--- src/rtl/std_seq_mult_6_if.sv ---
// Operand/result bundle for the sequential shift-add multiplier.
// The master drives operands and go; the slave returns the product and status.
interface std_seq_mult_6_if #(
  parameter int WIDTH = 6
);
  logic [WIDTH-1:0] left;
  logic [WIDTH-1:0] right;
  logic             go;
  logic [WIDTH-1:0] out;
  logic             done;
  logic             busy;

  modport master (output left, right, go, input out, done, busy);
  modport slave  (input left, right, go, output out, done, busy);
endinterface

--- src/rtl/std_seq_mult_6.sv ---
// Sequential shift-add multiplier: one partial product per BUSY cycle.
// Returns (left*right) mod 2^WIDTH with a one-cycle done pulse.
module std_seq_mult_6 #(
  parameter int WIDTH = 6
) (
  input logic            clk,
  input logic            reset,
  std_seq_mult_6_if.slave bus
);
  typedef enum logic [1:0] {
    IDLE = 2'd0,
    BUSY = 2'd1,
    DONE = 2'd2
  } state_t;

  localparam int CW = $clog2(WIDTH + 1);
  localparam logic [CW-1:0] CNT_INIT = CW'(WIDTH);
  localparam logic [CW-1:0] CNT_ONE  = CW'(1);

  state_t           state_r;
  logic [WIDTH-1:0] mcand_r;
  logic [WIDTH-1:0] mplier_r;
  logic [WIDTH-1:0] acc_r;
  logic [WIDTH-1:0] out_r;
  logic [CW-1:0]    cnt_r;
  logic             done_r;
  logic             busy_r;

  logic [WIDTH-1:0] step_idx_s;
  logic [WIDTH-1:0] addend_s;
  logic [WIDTH-1:0] sum_s;

  // Partial product for the current step; the shift amount is the step index.
  always_comb begin
    step_idx_s = WIDTH'(CNT_INIT - cnt_r);
    addend_s   = {WIDTH{1'b0}};
    if (mplier_r[0]) begin
      addend_s = mcand_r << step_idx_s;
    end else begin
      addend_s = {WIDTH{1'b0}};
    end
    sum_s = acc_r + addend_s;
  end

  // Control FSM and datapath registers; out only loads the final sum.
  always_ff @(posedge clk) begin
    if (reset) begin
      state_r  <= IDLE;
      mcand_r  <= {WIDTH{1'b0}};
      mplier_r <= {WIDTH{1'b0}};
      acc_r    <= {WIDTH{1'b0}};
      out_r    <= {WIDTH{1'b0}};
      cnt_r    <= {CW{1'b0}};
      done_r   <= 1'b0;
      busy_r   <= 1'b0;
    end else begin
      case (state_r)
        IDLE: begin
          done_r <= 1'b0;
          if (bus.go) begin
            mcand_r  <= bus.left;
            mplier_r <= bus.right;
            acc_r    <= {WIDTH{1'b0}};
            cnt_r    <= CNT_INIT;
            busy_r   <= 1'b1;
            state_r  <= BUSY;
          end else begin
            busy_r  <= 1'b0;
            state_r <= IDLE;
          end
        end
        BUSY: begin
          acc_r    <= sum_s;
          mplier_r <= {1'b0, mplier_r[WIDTH-1:1]};
          cnt_r    <= cnt_r - CNT_ONE;
          busy_r   <= 1'b1;
          if (cnt_r == CNT_ONE) begin
            out_r   <= sum_s;
            done_r  <= 1'b1;
            state_r <= DONE;
          end else begin
            done_r  <= 1'b0;
            state_r <= BUSY;
          end
        end
        DONE: begin
          done_r  <= 1'b0;
          busy_r  <= 1'b0;
          state_r <= IDLE;
        end
        default: begin
          done_r  <= 1'b0;
          busy_r  <= 1'b0;
          state_r <= IDLE;
        end
      endcase
    end
  end

  assign bus.out  = out_r;
  assign bus.done = done_r;
  assign bus.busy = busy_r;
endmodule

--- src/flat_wrapper.sv ---
// flat-port wrapper written by rule: the top's interface ports become plain ports
module std_seq_mult_6_flat 
#(
  parameter int WIDTH = 6
)
  (clk, reset, bus_left, bus_right, bus_go, bus_out, bus_done, bus_busy);
  std_seq_mult_6_if #(.WIDTH(WIDTH)) bus_i ();
  input logic clk;
  input logic reset;
  input wire logic [$bits(bus_i.left)-1:0] bus_left;
  input wire logic [$bits(bus_i.right)-1:0] bus_right;
  input wire logic [$bits(bus_i.go)-1:0] bus_go;
  output wire logic [$bits(bus_i.out)-1:0] bus_out;
  output wire logic [$bits(bus_i.done)-1:0] bus_done;
  output wire logic [$bits(bus_i.busy)-1:0] bus_busy;
  assign bus_i.left = bus_left;
  assign bus_i.right = bus_right;
  assign bus_i.go = bus_go;
  assign bus_out = bus_i.out;
  assign bus_done = bus_i.done;
  assign bus_busy = bus_i.busy;
  std_seq_mult_6 #(.WIDTH(WIDTH)) u_core (.clk(clk), .reset(reset), .bus(bus_i));
endmodule
--- config.mk ---
export PLATFORM = sky130hd
export DESIGN_NAME = std_seq_mult_6_flat
export DESIGN_NICKNAME = d
export VERILOG_FILES = /design/src/rtl/std_seq_mult_6_if.sv /design/src/rtl/std_seq_mult_6.sv /design/src/flat_wrapper.sv
export SDC_FILE = /design/constraint.sdc
export NUM_CORES = 1
export LEC_CHECK = 0
export BUFFER_PORTS_ARGS = -buffer_cell sky130_fd_sc_hd__buf_4
export CAP_MARGIN = 20
export CORE_MARGIN = 4
export CORE_UTILIZATION = 35
export CTS_BUF_LIST = sky130_fd_sc_hd__clkbuf_4 sky130_fd_sc_hd__clkbuf_8
export CTS_CLUSTER_DIAMETER = 100
export DETAILED_ROUTE_END_ITERATION = 8
export GPL_TIMING_DRIVEN = 0
export PLACE_DENSITY = 0.55
export SLEW_MARGIN = 5
export SYNTH_ARGS = -nofsm -noshare
export SYNTH_HDL_FRONTEND = slang
export SYNTH_SLANG_ARGS = --single-unit
export TNS_END_PERCENT = 5
--- constraint.sdc ---
create_clock -name clk -period 2.8 [get_ports clk]
set_input_delay 0.56 -clock clk [delete_from_list [all_inputs] [get_ports clk]]
set_output_delay 0.56 -clock clk [all_outputs]
set_load 0.02 [all_outputs]
## Word level (Yosys, flattened, before mapping)

Cells that the tools add are included.
W data, S select, Z words.

- Bits in registers: 31
- Input bits: 15
- Output and inout port bits: 8
- Word-level logic and storage cells: 35

- Add/subtract/negate cells: 3
- Eq/ne operators: 3
- Shift operators: 1
- Mux-type cells: 13
- Bitwise gates (word level): 1
- Reductions and logical operators: 6

Operators with widths:

| kind | count |
|---|---|
| $pmux W6 S2 | 2 |
| $mux W6 | 3 |
| $add A6 B6 Y6 | 1 |
| $pmux W3 S2 | 1 |
| $reduce_and A2 Y1 | 3 |
| $shl A6 B6 Y6 | 1 |
| $pmux W2 S2 | 1 |
| $sub A3 B3 Y4 const A | 1 |
| $eq A3 B1 Y1 const B | 1 |
| $mux W1 | 3 |
| $mux W3 | 1 |
| $sub A3 B1 Y3 const B | 1 |
| $eq A2 B1 Y1 const B | 1 |
| $logic_not A2 Y1 | 1 |
| $mux W2 | 1 |
| $ne A2 B2 Y1 const B | 1 |
| $pmux W1 S2 | 1 |
| $reduce_bool A2 Y1 | 1 |
| $reduce_or A2 Y1 | 1 |
| $not A1 Y1 | 1 |

## Logic depth before layout (Yosys ltp)

Gate-level depths: netlist (run 1).

- Depth after elaboration: 5
- Depth in mapped cells: 14
- Depth with buffers taken out: 12

## Worst setup path before layout (run 1)

Ideal clock, no wire load.

- Path type: register to register
- Start point: register u_core.cnt_r[0]
- End point: register u_core.acc_r[5]
- Library setup time: 115 ps
- Arrival: 2,884 ps
- Required time: 2,685 ps
- Path slack: -198 ps
- Cell stages (with the launch flop): 14
- Buffers on the path: 2
- Clock period less this slack: 2,998 ps
- Cell sequence: dfxtp_1 > buf_4 > inv_1 > ha_1 > buf_2 > nand3_1 > nor3_1 > ha_1 > a211oi_1 > o21bai_1 > a21oi_1 > nand4_1 > and4_1 > o21ba_1

- Word-level cells in the longest chain between the ends: 5

RTL lines:

| what | line | text |
|---|---|---|
| from (decl) | std_seq_mult_6.sv:25 | `logic [CW-1:0] cnt_r;` |
| from (signal assigned) | std_seq_mult_6.sv:53 | `cnt_r <= {CW{1'b0}};` |
| from (signal assigned) | std_seq_mult_6.sv:75 | `cnt_r <= cnt_r - CNT_ONE;` |
| $sub A3 B3 Y4 | std_seq_mult_6.sv:35 | `step_idx_s = WIDTH'(CNT_INIT - cnt_r);` |
| $shl A6 B6 Y6 | std_seq_mult_6.sv:38 | `addend_s = mcand_r << step_idx_s;` |
| $mux W6 | std_seq_mult_6.sv:37 | `if (mplier_r[0]) begin` |
| $add A6 B6 Y6 | std_seq_mult_6.sv:42 | `sum_s = acc_r + addend_s;` |
| $pmux W6 S2 | std_seq_mult_6.sv:57 | `case (state_r)` |
| to (signal assigned) | std_seq_mult_6.sv:51 | `acc_r <= {WIDTH{1'b0}};` |
| to (signal assigned) | std_seq_mult_6.sv:63 | `acc_r <= {WIDTH{1'b0}};` |
| to (signal assigned) | std_seq_mult_6.sv:73 | `acc_r <= sum_s;` |
| to (decl) | std_seq_mult_6.sv:23 | `logic [WIDTH-1:0] acc_r;` |

No other way between the ends.
A chain may end at the register's enable or synchronous reset.

## Worst setup path after layout (run 1)

Ends and elaborated chain as after synthesis.

==> key figures, run 1 <==
Global route
  • Grt total ovfl: 0
  • First-pass GRT wire length: 6300 um
  • Total track usage: about 14%
  • Largest net degree at the start of global routing: 11
  • Vias in the first global route: 1331
  • Initial antenna violation count: 0

Synth
  • Synth warnings: 0
  • Mapped Cells: 185
  • Synth cell types: 46
  • Top FF cell, synth: dfxtp_1
  • Seq cells post-synth: 31
  • Post-synth ARST share: 0%
  • Post-synth EDFFs: 0
  • Mean post-synth cell area: 8.86 um2
  • Register area share after synthesis: between 30% and 40%
  • Synthesized netlist net count: 209
  • Syn Std Cell Area: between 0.0015 and 0.002 mm2

Timing
  • Worst hold slack: 0.468 ns
  • Max-slew headroom: 53.4%
  • Final min period: 2.65 ns
  • Final Cycle Share: 94.7%
  • RSZ-0062 raised after global routing: false
  • Worst Tran Pin Value: approximately 0.70 ns
  • Setup Skew: 0.00409 ns
  • Max Fclk: 377 MHz
  • Final Hold Vio Count: 0
  • Final Max Tran Viols: 0
  • Setup-failing EPs final: 0

Floorplanning
  • Starting Density: 36.9%
  • Die area: 0.00584 mm2
  • Die H: 76.4 um
  • Die W: roughly 76 um
  • IO Pins: 23
  • Std cell rows: 24
  • Core Footprint: 0.00444 mm2

Clock tree
  • CTS buffer count: 5
  • Clock tree sinks: 31
  • TritonCTS clock tree: done
  • Cts hold-fix bufs: 0
  • Clock Latency Late Sink: 0.29 ns
  • CTS HTree Levels: 2
  • Clock root buffer: clkbuf_8
  • CTS Buffer Depth: 2
  • Reg clk slew, reported paths: ~0.060 ns

Drt
  • Iteration-0 DRC Markers: 58
  • Via count: 1365
  • Vias/cell: around 5
  • DRC: 0
  • Post-route ant nets: 0
  • Total length of routed wires: around 3800 um
  • First-pass iteration count of the detailed router: 4
  • Mean routed wirelength per cell: 13.8 um

Setup path
  • Worst setup EP type: flip-flop
  • CP peak stage delay: 0.38 ns
  • Worst Path Buf+Inv: 2
  • CP Launch Type: flip-flop
  • RR Endpoint: u_core.acc_r[5]
  • Reg2reg path depth: 12
  • CP Cell Sequence: buf_8, clkinvlp_4, ha_4, nand3_4, nor3_2, ha_1, a211oi_2, o21bai_1, a21oi_2, nand4_1, and4_1, o21ba_1
  • Worst Path Arrival: approximately 2.8 ns
  • Critical Path Slowest Stage Cell: dfxtp_4
  • WP depth: 12
  • Classification of the worst setup path: reg -> reg
  • Crit path required time: 2.99 ns
  • Crit-path max FO: 7
  • R2R Path Start: u_core.cnt_r[0]
  • Critical path destination: u_core.acc_r[5]
  • Internal reg-to-reg setup slack: 0.15 ns
  • Worst path top cell family by delay: compound AO/OA/AOI/OAI gates
  • Worst setup startpoint: u_core.cnt_r[0]

Power and ir drop
  • Internal power: around 0.76 mW
  • Logic gate share of total power: 21.5%
  • Sequential share of power: 45.2%
  • Switching Fraction: 28.9%
  • PwrDens: 519 mW/mm2
  • Net Switching: 0.310 mW
  • Final Power: roughly 1.1 mW
  • Clock power share: 33.3%
  • VDD IR max: 304 uV
  • Leakage power: 0.844 nW

Layout
  • Design area: 0.00207 mm2
  • Nets@finish: 243
  • Finished Layout Cells: 272
  • Share of layout cells above drive strength 1: 27.7%
  • Area growth, synth to finish: 26.1%
  • Final core occ: 46.5%
  • Commonest non-fill, non-tap cell in the layout: dfxtp_1
  • Most frequent cells in the layout: dfxtp_1, buf_4, nor2_1, nand2_1, a21oi_1
  • Fillers: 464
  • Ant diodes: 0

Worst hold path
  • Worst hold path type: reg -> reg

Place
  • Placed Instances: 259
  • Post-DP Area: between 0.0015 and 0.002 mm2
  • GP Congestion: about 0.78
  • Placed wire-length estimate: 2690 um
  • Port Buf Inserts: 22

Flow run
  • Max-cap viol count: 0

Run status
  • Status: finished clean
[power groups by stage]
stage | registers, mW | clock network (mW) | logic (mW)
floorplan | 0.491 | 0 | 0.149
CTS | 0.485 | 0.369 | 0.221
finish | 0.485 | 0.358 | 0.231
global route | 0.488 | 0.392 | 0.256
detailed placement | 0.493 | 0 | 0.204
global placement | 0.494 | 0 | 0.205
[routing by layer]
layer | up-vias | share of wire, % | track usage [%]
li1 | 721 | - | -
met1 | 622 | 49 | 17.6
met2 | 15 | 45 | 20.8
met3 | 7 | 4.4 | 4.96
met4 | 0 | 1.5 | 4.89
met5 | - | 0 | 0
[metrics by stage]
stage / worst slack (ns) / TNS, ns
5_1_grt: 0.0160 / 0
4_1_cts: 0.00709 / 0
2_1_floorplan: 0.0219 / 0
3_5_place_dp: -0.347 / -0.921
6_report: 0.148 / 0
3_3_place_gp: -0.391 / -1.19
[worst min-delay path by stage]
stage | cells after the start | endpoint | startpoint
after floorplan | 2 | u_core.mcand_r[5] | u_core.mcand_r[5]
after global placement | 2 | u_core.mcand_r[5] | u_core.mcand_r[5]
after detailed placement | 1 | u_core.cnt_r[2] | u_core.state_r[0]
after CTS | 1 | u_core.cnt_r[2] | u_core.state_r[0]
after global routing | 2 | u_core.mcand_r[5] | u_core.mcand_r[5]
final | 1 | u_core.cnt_r[2] | u_core.state_r[0]
[final cells by class]
class                   count  area, um2  share of cell area, %
plain buffers               9       53.8                   2.60
clock buffers               7       83.8                   4.06
clock inverters             1       5.00                  0.242
inverters                   3       15.0                  0.726
multi-input cells         141       1010                   49.0
flip-flops and latches     31        624                   30.2
well taps                  52       65.1                   3.15
repair buffers             28        208                   10.0
[cell usage after synthesis, drive strengths merged, types with 5 or more instances]
cell type / count / area, um2
clkbuf: 6 / 22.5
mux2i: 10 / 100
nand2: 21 / 83.8
nor3: 5 / 25.0
ha: 8 / 100
a21oi: 14 / 70.1
a211oi: 10 / 80.1
nor2b: 5 / 33.8
nor2: 26 / 103
dfxtp: 31 / 621
[logic make-up (layout without fill, tap and decap cells)]
group	after synthesis	in the layout	synth area share (%)
AND/OR/NAND/NOR	71	71	20.5
flip-flops	31	31	37.9
multiplexers	11	11	6.79
buffers and inverters	13	48	3.82
adder cells (fa/ha/maj)	9	9	7.33
XOR/XNOR	5	5	3.97
AO/OA/AOI/OAI	45	45	19.8
[timing repair]
| action | 4_1_cts | 5_1_grt |
|---|---|---|
| setup buffers | 3 | 3 |
| pin swaps | 7 | 3 |
| endpoints found under the hold margin | 0 | 0 |
| gates resized for setup | 11 | 3 |
| endpoints found under the setup margin | 7 | 4 |
[state kept, by name, indices dropped and copies added (netlist names)]
| signal | flops |
|---|---|
| u_core.bus.done | 1 |
| u_core.bus.out | 6 |
| u_core.mplier_r | 6 |
| u_core.mcand_r | 6 |
| u_core.state_r | 2 |
| u_core.acc_r | 6 |
| u_core.bus.busy | 1 |
| u_core.cnt_r | 3 |
Power figures use the tool's default switching activity.
==> run 2: changes to the inputs <==
--- a/config.mk
+++ b/config.mk
@@ -8,12 +8,13 @@
 export BUFFER_PORTS_ARGS = -buffer_cell sky130_fd_sc_hd__buf_4
 export CAP_MARGIN = 20
 export CORE_MARGIN = 4
-export CORE_UTILIZATION = 35
+export CORE_UTILIZATION = 57
 export CTS_BUF_LIST = sky130_fd_sc_hd__clkbuf_4 sky130_fd_sc_hd__clkbuf_8
 export CTS_CLUSTER_DIAMETER = 100
 export DETAILED_ROUTE_END_ITERATION = 8
 export GPL_TIMING_DRIVEN = 0
-export PLACE_DENSITY = 0.55
+export PLACE_DENSITY = 0.79
+export SKIP_LAST_GASP = 1
 export SLEW_MARGIN = 5
 export SYNTH_ARGS = -nofsm -noshare
 export SYNTH_HDL_FRONTEND = slang
==> constraint.sdc (replaced) <==
create_clock -name clk -period 3.1 [get_ports clk]
set_input_delay 0.62 -clock clk [delete_from_list [all_inputs] [get_ports clk]]
set_output_delay 0.62 -clock clk [all_outputs]
set_load 0.02 [all_outputs]
==> run 2 against run 1 <==
Clock-buffer cell count down 1. Clock power down 32%. First-iteration DRC count up 38%. Critical path type unchanged. Highest routed layer unchanged.
==> key figures, run 2 (synthesis gave the netlist of run 1 again) <==
Clock tree
  • Reg clk slew, reported paths: 0.10 ns (+0.04 ns)
  • TritonCTS clock tree: done
  • Clock root buffer: clkbuf_4
  • CTS HTree Levels: 2 (unchanged)
  • CTS Buffer Depth: 2 (unchanged)
  • Clock Latency Late Sink: 0.35 ns (+0.06 ns)
  • Clock tree sinks: 31 (unchanged)
  • CTS buffer count: 5 (unchanged)
  • Cts hold-fix bufs: 0 (unchanged)

Setup path
  • Critical Path Slowest Stage Cell: dfxtp_4
  • R2R Path Start: u_core.cnt_r[0]
  • Reg2reg path depth: 14 (+2)
  • Worst setup startpoint: u_core.cnt_r[0]
  • Worst Path Buf+Inv: 3 (+1)
  • CP Cell Sequence: buf_6, inv_1, ha_1, buf_6, mux2i_1, o22a_1, nor2_1, ha_1, a211oi_2, o21bai_1, a21oi_2, nand4_1, and4_1, o21ba_1
  • CP peak stage delay: 0.39 ns (about the same)
  • CP Launch Type: flip-flop
  • Worst Path Arrival: 3.17 ns (+0.33 ns)
  • Worst setup EP type: flip-flop
  • Crit-path max FO: 10 (+3)
  • RR Endpoint: u_core.acc_r[5]
  • Crit path required time: 3.35 ns (+0.36 ns)
  • Internal reg-to-reg setup slack: 0.18 ns (+0.03 ns)
  • Classification of the worst setup path: reg -> reg
  • Worst path top cell family by delay: compound AO/OA/AOI/OAI gates
  • Critical path destination: u_core.acc_r[5]
  • WP depth: 14 (+2)

Power and ir drop
  • Final Power: 0.875 mW (-18%)
  • Leakage power: 0.819 nW (-2.9%)
  • PwrDens: 446 mW/mm2 (-14%)
  • VDD IR max: 414 uV (+36%)

Timing
  • Max-slew headroom: 58.0% (+4.6 points)
  • Final min period: 2.92 ns (+0.267 ns)
  • RSZ-0062 raised after global routing: false
  • Final Worst Setup Slack: 0.181 ns (+0.0334 ns)
  • Max Fclk: 343 MHz (-9.1%)
  • Final Cycle Share: 94.2% (-0.57 points)
  • Setup TNS: 0 ns (unchanged)
  • Worst Tran Pin Value: 0.628 ns (-0.0680 ns)
  • Setup Skew: 0.00869 ns (+0.00460 ns)
  • Final Hold Vio Count: 0 (unchanged)
  • Setup-failing EPs final: 0 (unchanged)
  • Final Max Tran Viols: 0 (unchanged)

Drt
  • Via count: 1427 (+4.5%)
  • Vias/cell: 5.73 (+14%)
  • DRC: 0 (unchanged)
  • Total length of routed wires: 3690 um (-2.2%)
  • Iteration-0 DRC Markers: 80 (+38%)
  • First-pass iteration count of the detailed router: 4 (unchanged)
  • Mean routed wirelength per cell: 14.8 um (+6.9%)
  • Post-route ant nets: 0 (unchanged)

Layout
  • Share of layout cells above drive strength 1: 24.8% (-3.0 points)
  • Area growth, synth to finish: 19.7%
  • Nets@finish: 241 (-0.82%)
  • Area taken by multi-input logic gates: 981 um2 (-3.1%)
  • Commonest non-fill, non-tap cell in the layout: dfxtp_1
  • Ant diodes: 0 (unchanged)
  • Storage cell area: 624 um2 (unchanged)
  • Most frequent cells in the layout: dfxtp_1, buf_4, nor2_1, nand2_1, a21oi_1
  • Final core occ: 71.1% (+25 points)
  • Fillers: 230 (-50%)

Floorplanning
  • Core Footprint: 0.00276 mm2 (-38%)
  • IO Pins: 23 (unchanged)
  • Die area: 0.00380 mm2 (-35%)
  • Die H: 61.6 um (-19%)
  • Std cell rows: 19 (-21%)
  • Die W: 61.6 um (-19%)
  • Starting Density: 59.4% (+23 points)

Global route
  • Largest net degree at the start of global routing: 11 (unchanged)
  • Total track usage: 21.8% (+8.2 points)
  • First-pass GRT wire length: 6030 um (-4.3%)
  • Vias in the first global route: 1342 (+0.83%)
  • Initial antenna violation count: 0 (unchanged)
  • Grt total ovfl: 0 (unchanged)

Flow run
  • Max-cap viol count: 0 (unchanged)

Place
  • Port Buf Inserts: 22 (unchanged)
  • GP Congestion: 0.878 (+12%)
  • Setup slack at placement: -0.304 ns (+0.0430 ns)
  • Placed wire-length estimate: 2660 um (-0.92%)

Worst hold path
  • Worst hold path type: reg -> reg

Run status
  • Status: finished clean
==> run 2: cell count changes in the layout (fill, tap and decap cells not counted), sizes merged <==
cell    previous run  this run
buf               30        29
clkbuf            14        12
inv                2         3
==> run 2: power by group <==
| group | switching (mW) | internal (mW) |
|---|---|---|
| sequential | 0.0180 | 0.420 |
| clock | 0.148 | 0.0961 |
| combinational | 0.110 | 0.0834 |
| total | 0.276 | 0.599 |
==> run 2: layout make-up <==
type                       count  area share [%]
multi-input combinational    141            50.0
sequential                    31            31.8
timing repair buffer          25            9.57
buffer                        10            3.13
clock buffer                   6            2.30
tap                           31            1.98
clock inverter                 2           0.638
inverter                       3           0.574
==> run 2: routing by layer <==
metal | share of wire [%] | GRT usage [%]
met1 | 45 | 26.8
met2 | 49 | 35.9
met3 | 4.5 | 7.34
met4 | 1.1 | 7.27
met5 | 0 | 0
==> run 2: timing repair <==
action	in CTS	in global routing
cloned	0	0
setup buffers	1	2
gates resized for setup	4	8
pin swaps	1	2
setup endpoints to repair	2	4
==> run 2: worst min-delay path, stage by stage, from the launching register on <==
cell	delay (ns)
dfxtp_1	0.33
nand2_1	0.06
a21oi_1	0.05
==> run 2: metrics by stage <==
step | hold slack (ns) | cell area [um2] | cells
floorplan | 0.436 | 1640 | 185
global placement | 0.451 | 1840 | 238
detailed placement | 0.456 | 1840 | 238
CTS | 0.470 | 1920 | 247
global route | 0.486 | 1960 | 249
finish | 0.479 | 1960 | 249
==> run 2: how the worst min path moves through the flow <==
stage	from	to	slack [ns]	depth (start not counted)
4_1_cts	u_core.mcand_r[5]	u_core.mcand_r[5]	0.47	2
2_1_floorplan	u_core.mcand_r[5]	u_core.mcand_r[5]	0.44	2
3_3_place_gp	u_core.mcand_r[5]	u_core.mcand_r[5]	0.45	2
6_report	u_core.mcand_r[5]	u_core.mcand_r[5]	0.48	2
3_5_place_dp	u_core.mcand_r[5]	u_core.mcand_r[5]	0.46	2
5_1_grt	u_core.mcand_r[5]	u_core.mcand_r[5]	0.49	2
